File: src/rtl/char_ram_write_arbiter.sv
// Round-robin arbiter for the single character-RAM write port.
// Also contains a sequencer that fills the whole RAM with CLEAR_CHAR.
module char_ram_write_arbiter #(
   parameter int unsigned COLS       = 80,
   parameter int unsigned ROWS       = 60,
   parameter logic [6:0]  CLEAR_CHAR = 7'd32
) (
   input  logic        clock50MHz,
   input  logic        resetn,
   input  logic [2:0]  reqValid,
   input  logic [38:0] reqAddr,
   input  logic [20:0] reqData,
   output logic [2:0]  reqReady,
   input  logic        clearStart,
   output logic        clearBusy,
   output logic        charRamWrEn,
   output logic [12:0] charRamAddr,
   output logic [6:0]  charRamData
);

   localparam int unsigned NP    = 3;
   localparam int unsigned AW    = 13;
   localparam int unsigned DW    = 7;
   localparam int unsigned DEPTH = COLS * ROWS;
   localparam logic [AW-1:0] LAST_ADDR = AW'(DEPTH - 1);

   typedef enum logic {ARB, CLEAR} state_t;

   state_t          state_q, state_d;
   logic [AW-1:0]   cnt_q, cnt_d;
   logic [1:0]      last_q, last_d;
   logic            wr_en_q, wr_en_d;
   logic [AW-1:0]   addr_q, addr_d;
   logic [DW-1:0]   data_q, data_d;

   logic [1:0]      cand_c;
   logic [1:0]      sel_c;
   logic            found_c;
   logic [AW-1:0]   sel_addr_c;
   logic [DW-1:0]   sel_data_c;
   logic [NP-1:0]   ready_c;

   // First valid port after the last grant, wrapping modulo NP
   always_comb begin
      cand_c  = 2'd0;
      sel_c   = 2'd0;
      found_c = 1'b0;
      for (int unsigned i = 1; i <= NP; i++) begin
         cand_c = 2'((32'(last_q) + i) % NP);
         if (!found_c && reqValid[cand_c]) begin
            found_c = 1'b1;
            sel_c   = cand_c;
         end
      end
      sel_addr_c = reqAddr[32'(sel_c) * AW +: AW];
      sel_data_c = reqData[32'(sel_c) * DW +: DW];
   end

   always_comb begin
      state_d = state_q;
      cnt_d   = cnt_q;
      last_d  = last_q;
      ready_c = '0;
      wr_en_d = 1'b0;
      addr_d  = addr_q;
      data_d  = data_q;
      case (state_q)
         ARB: begin
            if (clearStart) begin
               state_d = CLEAR;
               cnt_d   = '0;
            end else if (found_c) begin
               ready_c[sel_c] = 1'b1;
               last_d         = sel_c;
               // Out-of-range addresses are consumed but never written
               if (32'(sel_addr_c) < DEPTH) begin
                  wr_en_d = 1'b1;
                  addr_d  = sel_addr_c;
                  data_d  = sel_data_c;
               end
            end
         end
         CLEAR: begin
            wr_en_d = 1'b1;
            addr_d  = cnt_q;
            data_d  = CLEAR_CHAR;
            if (cnt_q == LAST_ADDR) begin
               state_d = ARB;
               cnt_d   = '0;
            end else begin
               cnt_d = cnt_q + AW'(1);
            end
         end
         default: state_d = ARB;
      endcase
   end

   always_ff @(posedge clock50MHz) begin
      if (!resetn) begin
         state_q <= ARB;
         cnt_q   <= '0;
         last_q  <= 2'd2;
         wr_en_q <= 1'b0;
         addr_q  <= '0;
         data_q  <= '0;
      end else begin
         state_q <= state_d;
         cnt_q   <= cnt_d;
         last_q  <= last_d;
         wr_en_q <= wr_en_d;
         addr_q  <= addr_d;
         data_q  <= data_d;
      end
   end

   // No grant may be seen while reset is held
   assign reqReady    = ready_c & {NP{resetn}};
   assign clearBusy   = (state_q == CLEAR);
   assign charRamWrEn = wr_en_q;
   assign charRamAddr = addr_q;
   assign charRamData = data_q;

endmodule

File: config.mk
export PLATFORM = sky130hd
export DESIGN_NAME = char_ram_write_arbiter
export DESIGN_NICKNAME = d
export VERILOG_FILES = /design/src/rtl/char_ram_write_arbiter.sv
export SDC_FILE = /design/constraint.sdc
export NUM_CORES = 1
export LEC_CHECK = 0
export ABC_AREA = 1
export ABC_CLOCK_PERIOD_IN_PS = 2850
export BUFFER_PORTS_ARGS = -buffer_cell sky130_fd_sc_hd__buf_4
export CORE_AREA = 3 3 91 72
export DETAILED_ROUTE_END_ITERATION = 6
export DIE_AREA = 0 0 94 75
export PLACE_DENSITY = 0.82
export SYNTH_ARGS = -nofsm -noshare
export SYNTH_HDL_FRONTEND = slang
export SYNTH_SLANG_ARGS = --single-unit
File: constraint.sdc
create_clock -name clock50MHz -period 2.85 [get_ports clock50MHz]
set_input_delay 0.285 -clock clock50MHz [delete_from_list [all_inputs] [get_ports clock50MHz]]
set_output_delay 0.285 -clock clock50MHz [all_outputs]
set_load 0.03 [all_outputs]
---- Yosys cells after proc, flatten, opt, wreduce, memory -nomap -nowiden ----
Index checks and enable logic that the tools add are counted.
operators by class
  $add $sub $neg .......................... 4
  $mul .................................... 2
  div/mod/pow operators ................... 3
  $lt $le $gt $ge ......................... 6
  equality and inequality tests ........... 5
  shifts and indexed selects .............. 2
  muxes and demuxes ....................... 35
  bitwise gates (word level) .............. 3
  reductions and logical operators ........ 7
operators by type and width
  cell                                                 number
  modulo 32 x 2 -> 32 bit (second input constant)      3
  2-to-1 mux 13 bit                                    5
  one-hot mux 13 bit (2 select lines)                  2
  indexed part select 39 x 7 -> 13 bit                 1
  2-to-1 mux 7 bit                                     3
  indexed part select 21 x 6 -> 7 bit                  1
  one-hot mux 7 bit (2 select lines)                   1
  adder 13 x 1 -> 13 bit (second input constant)       1
  == test 13 bit (second input constant)               1
  < comparator 13 bit (second input constant)          1
  < comparator 2 x 3 -> 1 bit (second input constant)  4
  2-to-1 mux 1 bit                                     12
  2-to-1 mux 3 bit                                     3
  inequality test 2 bit (second input constant)        4
  adder 2 x 2 -> 3 bit (second input constant)         2
  binary-select mux 1 bit (select 2 bit)               3
  multiplier 2 x 4 -> 6 bit (second input constant)    1
  2-to-1 mux 2 bit                                     3
  AND reduction 3 bit                                  2
  multiplier 2 x 3 -> 5 bit (second input constant)    1
  one-hot mux 1 bit (2 select lines)                   2
  adder 2 x 1 -> 3 bit (second input constant)         1
  bitwise AND 3 bit                                    1
  logical AND 1 bit                                    3
  other kinds (4)                                      6
storage, ports and cells
  bits in registers ....................... 37
  latch bits .............................. 0
  memory bits (writable) .................. 0
  bits in read-only memories .............. 0
  input bits .............................. 66
  memories ................................ 0

---- Logic depth before layout (Yosys ltp) ----
  word-level depth ........................ 19
  gate-level depth with buffers ........... 23

---- Least setup slack after synthesis ----
OpenSTA, ideal clock, no wires.
  kind .................................... reg2out
  from .................................... register last_q[0]
  to ...................................... output port reqReady[2]
  arrival time ............................ 2.301 ns
  path slack .............................. 0.264 ns
  stages on the path, launching flop included .. 14
  path through ............................ dfxtp_1 > inv_1 > ha_1 > buf_4 > nand2_1 > nand3_1 > nand2_2 > nand2_1 > inv_2 > nand3_2 > nand2_4 > inv_2 > buf_2 > nor3_1
between the ends
  word-level cells in the longest chain between the ends .. 19
  elaborated cells on any way between the ends .. 31
  classes of those cells .................. add/sub (3); div (3); order compare (2); mux (17); bitwise (1); reduce/logical (5)
ends and longest elaborated chain
  element                                                                                                   RTL line  source
  start, declared                                                                                           31        logic [1:0] last_q, last_d;
  start signal, assigned                                                                                    109       last_q <= last_d;
  adder 2 x 1 -> 3 bit                                                                                      49        cand_c = 2'((32'(last_q) + i) % NP);
  modulo 32 x 2 -> 32 bit                                                                                   49
  binary-select mux 1 bit (select 2 bit)                                                                    50        if (!found_c && reqValid[cand_c]) begin
  2-to-1 mux 1 bit (implied by the code)                                                                    50
  2-to-1 mux 1 bit                                                                                          50
  logical NOT 1 bit                                                                                         50
  logical AND 1 bit                                                                                         50
  2-to-1 mux 1 bit                                                                                          50
  (+3 left out)                                                                                             -
  < comparator 2 x 3 -> 1 bit (implied by the code) / >= comparator 2 x 1 -> 1 bit (equally long branches)  73        ready_c[sel_c] = 1'b1;
  logical AND 1 bit (implied by the code)                                                                   73
  2-to-1 mux 1 bit (implied by the code)                                                                    73
  demux 1 bit (select 2 bit)                                                                                73
  2-to-1 mux 3 bit *                                                                                        72        end else if (found_c) begin
  2-to-1 mux 3 bit *                                                                                        69        if (clearStart) begin
  2-to-1 mux 3 bit *                                                                                        67        case (state_q)
  bitwise AND 3 bit *                                                                                       117       assign reqReady = ready_c & {NP{resetn}};
  end, declared                                                                                             13        output logic [2:0] reqReady,
Every way passes the cells marked *; elsewhere a longest branch is shown, timed or not. The select of a mux whose other input is x is not followed.

---- Worst setup path after layout ----
  from .................................... register last_q[0]
  to ...................................... output port reqReady[0]
Same word-level chain as after synthesis.

==> reports/results.txt <==
Final Max Slew Viols: 0
Nets: 566
total congestion overflow: 0
DR iter-0 viols: 320
worst vdd ir: 0.418 mV
vias in the first global route: 2798
Startpoint Class: flip-flop
arrival time of the worst setup path: 2370 ps
origin of the critical flop-to-flop path: last_q[0]$_SDFFE_PN0P_
TritonCTS Buffers: 5
placed cell areas: 3300 sq um
dpl cells: 560
area of the core: 5710 sq um
die area: 7050 sq um
Worst-Margin Slew: 561 ps
largest net degree at the start of global routing: 22
die span in x: 94 microns
outcome: completed
I/O Buffers: 90
share of cells above drive strength 1: 30.4%
Mapped Avg Cell Area: 6.39 sq um
Cell Pwr Density: 1240 nW/um^2
Max transition margin: 62.5%
Cells after Synth: 399
top post-synthesis cells by area: dfxtp_1 (29%), nand2_1 (15%), nand3_1 (11%)
Final Worst Setup Slack: 191 ps
leading area contributor after synthesis: dfxtp_1
post-route ant nets: 0
H-tree levels: 2
GR Util All Layers: 23.0%
Post-Route Skew: 6.06 ps
Post-CTS Hold Fix Bufs: 0
Synth top area share: 29.1%
global-route wire length before repair: 12.6 mm
Yosys cell types: 38
Post-Layout Cell Count: 574
final instance area: 3510 sq um
via count: 3032
Layout area overhead: 37.6%
WL/cell: 14.5 microns
FILL cells: 516
Worst Hold End: charRamAddr[12]$_SDFFE_PN0P_
DR pass1 iterations: 6
#FFs+latches synth: 37
CTS tree: done
total wire length: 8.33 mm
DRC: 0
vias per std cell: 5.28
FMAX: 376 MHz
Post-Syn Area: 2550 sq um
I/O Pins: 91
initial antenna violation count: 0
Cell Rows: 24
Die Y: 75 microns
GPL Wtd Cong: 0.986
Min-Delay Path Depth: 3
worst-skew pair later-pin latency: 290 ps
final hold violations: 0
CP Data Required Time: 2570 ps
kind of critical path: reg2out
Crit. End Element: output port
Clock Pin Slew Worst Setup and Hold Paths: 70 ps
Final Critical Period: 2660 ps
Final Cycle Share: 93.3%
# setup viols final: 0
Initial Util: 44.7%
diode count: 0
CTS sink count: 37
Hold Startpoint: resetn
Final HPWL DP: 6.30 mm
hold crit path type: in2reg
leakage: 1.62 nW
pre-CTS setup slack: -73.6 ps
FF-to-FF setup slack: 210 ps
Max FO, Critical Path: 18
max-cap viol count: 0
Root Buffer: clkbuf_8
post-synthesis net count: 470
Seq/Total Area, Yosys: 29.1%
Clock Tree Buf Depth: 2
reg2reg path depth: 20
Reg-to-Reg End: charRamAddr[3]$_SDFFE_PN0P_
Yosys warning count: 0
-- repair_timing --
action	in CTS	in global routing
pin swaps	0	4
endpoints found under the hold margin	0	0
cloned	0	1
buffers inserted	0	5
setup endpoints to repair	11	23
gates resized for setup	4	12
-- stage by stage --
stage / hold slack (ps) / power (W) / utilization [%] / setup TNS, ps
2_1_floorplan: 423 / 0.00290 / - / 0
3_3_place_gp: 461 / 0.00350 / 57.8 / 0
3_5_place_dp: 463 / 0.00358 / 57.8 / -318
4_1_cts: 308 / 0.00402 / 59.6 / 0
5_1_grt: 310 / 0.00466 / 61.4 / -13.1
6_report: 312 / 0.00434 / 61.4 / 0
-- cells in the final DEF, fill, tap and decap left out, drive strengths merged --
cell type / n
a21boi: 1
a21oi: 35
a221oi: 2
a22oi: 4
a31oi: 3
a32oi: 3
buf: 105
clkbuf: 8
clkinv: 2
dfxtp: 37
ha: 5
inv: 39
mux2i: 1
nand2: 115
nand3: 59
nand3b: 1
nand4: 1
nor2: 40
nor3: 7
nor4: 1
o21a: 1
o21ai: 21
o21bai: 2
or2: 1
xor2: 2
-- power by group --
part / internal, W / total, W / switching [W]
registers: 0.000666 / 0.000767 / 0.000101
clock network: 0.000174 / 0.000356 / 0.000182
logic: 0.00118 / 0.00322 / 0.00204
total: 0.00202 / 0.00434 / 0.00232
-- worst max-delay path by stage --
stage	cells past startpoint	slack, ps	endpoint	from
2_1_floorplan	13	260	reqReady[2]	last_q[0]$_SDFFE_PN0P_
3_3_place_gp	22	120	charRamAddr[4]$_SDFFE_PN0P_	last_q[0]$_SDFFE_PN0P_
3_5_place_dp	22	-70	charRamAddr[3]$_SDFFE_PN0P_	last_q[0]$_SDFFE_PN0P_
4_1_cts	12	10	reqReady[0]	last_q[0]$_SDFFE_PN0P_
5_1_grt	21	-10	charRamAddr[2]$_SDFFE_PN0P_	last_q[1]$_SDFFE_PN1P_
6_report	15	190	reqReady[0]	last_q[0]$_SDFFE_PN0P_
-- cell usage after synthesis, drive strengths merged --
cell / count
nand2: 114
ha: 5
xor2: 2
buf: 8
a22oi: 4
nor2: 40
clkinv: 2
a221oi: 2
o21a: 1
clkbuf: 9
o21ai: 21
nand4: 1
or2: 1
a21boi: 1
a32oi: 3
nor4: 1
nand3: 59
nor3: 7
o21bai: 2
mux2i: 1
inv: 39
dfxtp: 37
a21oi: 35
nand3b: 1
a31oi: 3
-- per-layer routing --
layer / up-vias / track usage (%) / part of all wire, %
met5: - / 0 / 0
met4: 0 / 9.46 / 3.3
met3: 29 / 4.70 / 9.9
met2: 152 / 40.4 / 46
met1: 1339 / 28.0 / 41
li1: 1512 / - / -
-- state kept, by name, summed over array words and instances (netlist names) --
signal / cells
cnt_q: 13
clearBusy: 1
charRamData: 7
charRamAddr: 13
charRamWrEn: 1
last_q: 2
-- cell families (layout without fill, tap and decap cells) --
logic type      Yosys count  after routing  synth area share (%)
simple gates            224            225                  40.3
compound gates           72             72                  17.1
buf+inv                  58            154                  10.0
flops                    37             37                  29.1
fa+ha+maj                 5              5                  2.45
xor+xnor                  2              2                 0.687
mux                       1              1                 0.393
-- final cells by class --
| type | instances | area [sq um] | share of cell area [%] |
|---|---|---|---|
| Multi-Input combinational cell | 305 | 1640 | 46.9 |
| Timing Repair Buffer | 105 | 788 | 22.5 |
| Sequential cell | 37 | 743 | 21.2 |
| Inverter | 41 | 154 | 4.39 |
| Tap cell | 78 | 97.6 | 2.78 |
| Clock buffer | 8 | 80.1 | 2.28 |
-- worst max-delay path, stage by stage (launching register included) --
cell     delay [ps]
dfxtp_2         350
inv_1            80
ha_4            340
inv_2            70
nand2_1          60
nand3_1          90
nand2_2         120
nand2_1          70
inv_2            90
nand3_2         100
nand2_4         130
buf_4           250
nor3_2           80
nand2_1          70
inv_1            30
buf_4           150
No activity file was read; power rests on OpenSTA's default activity.
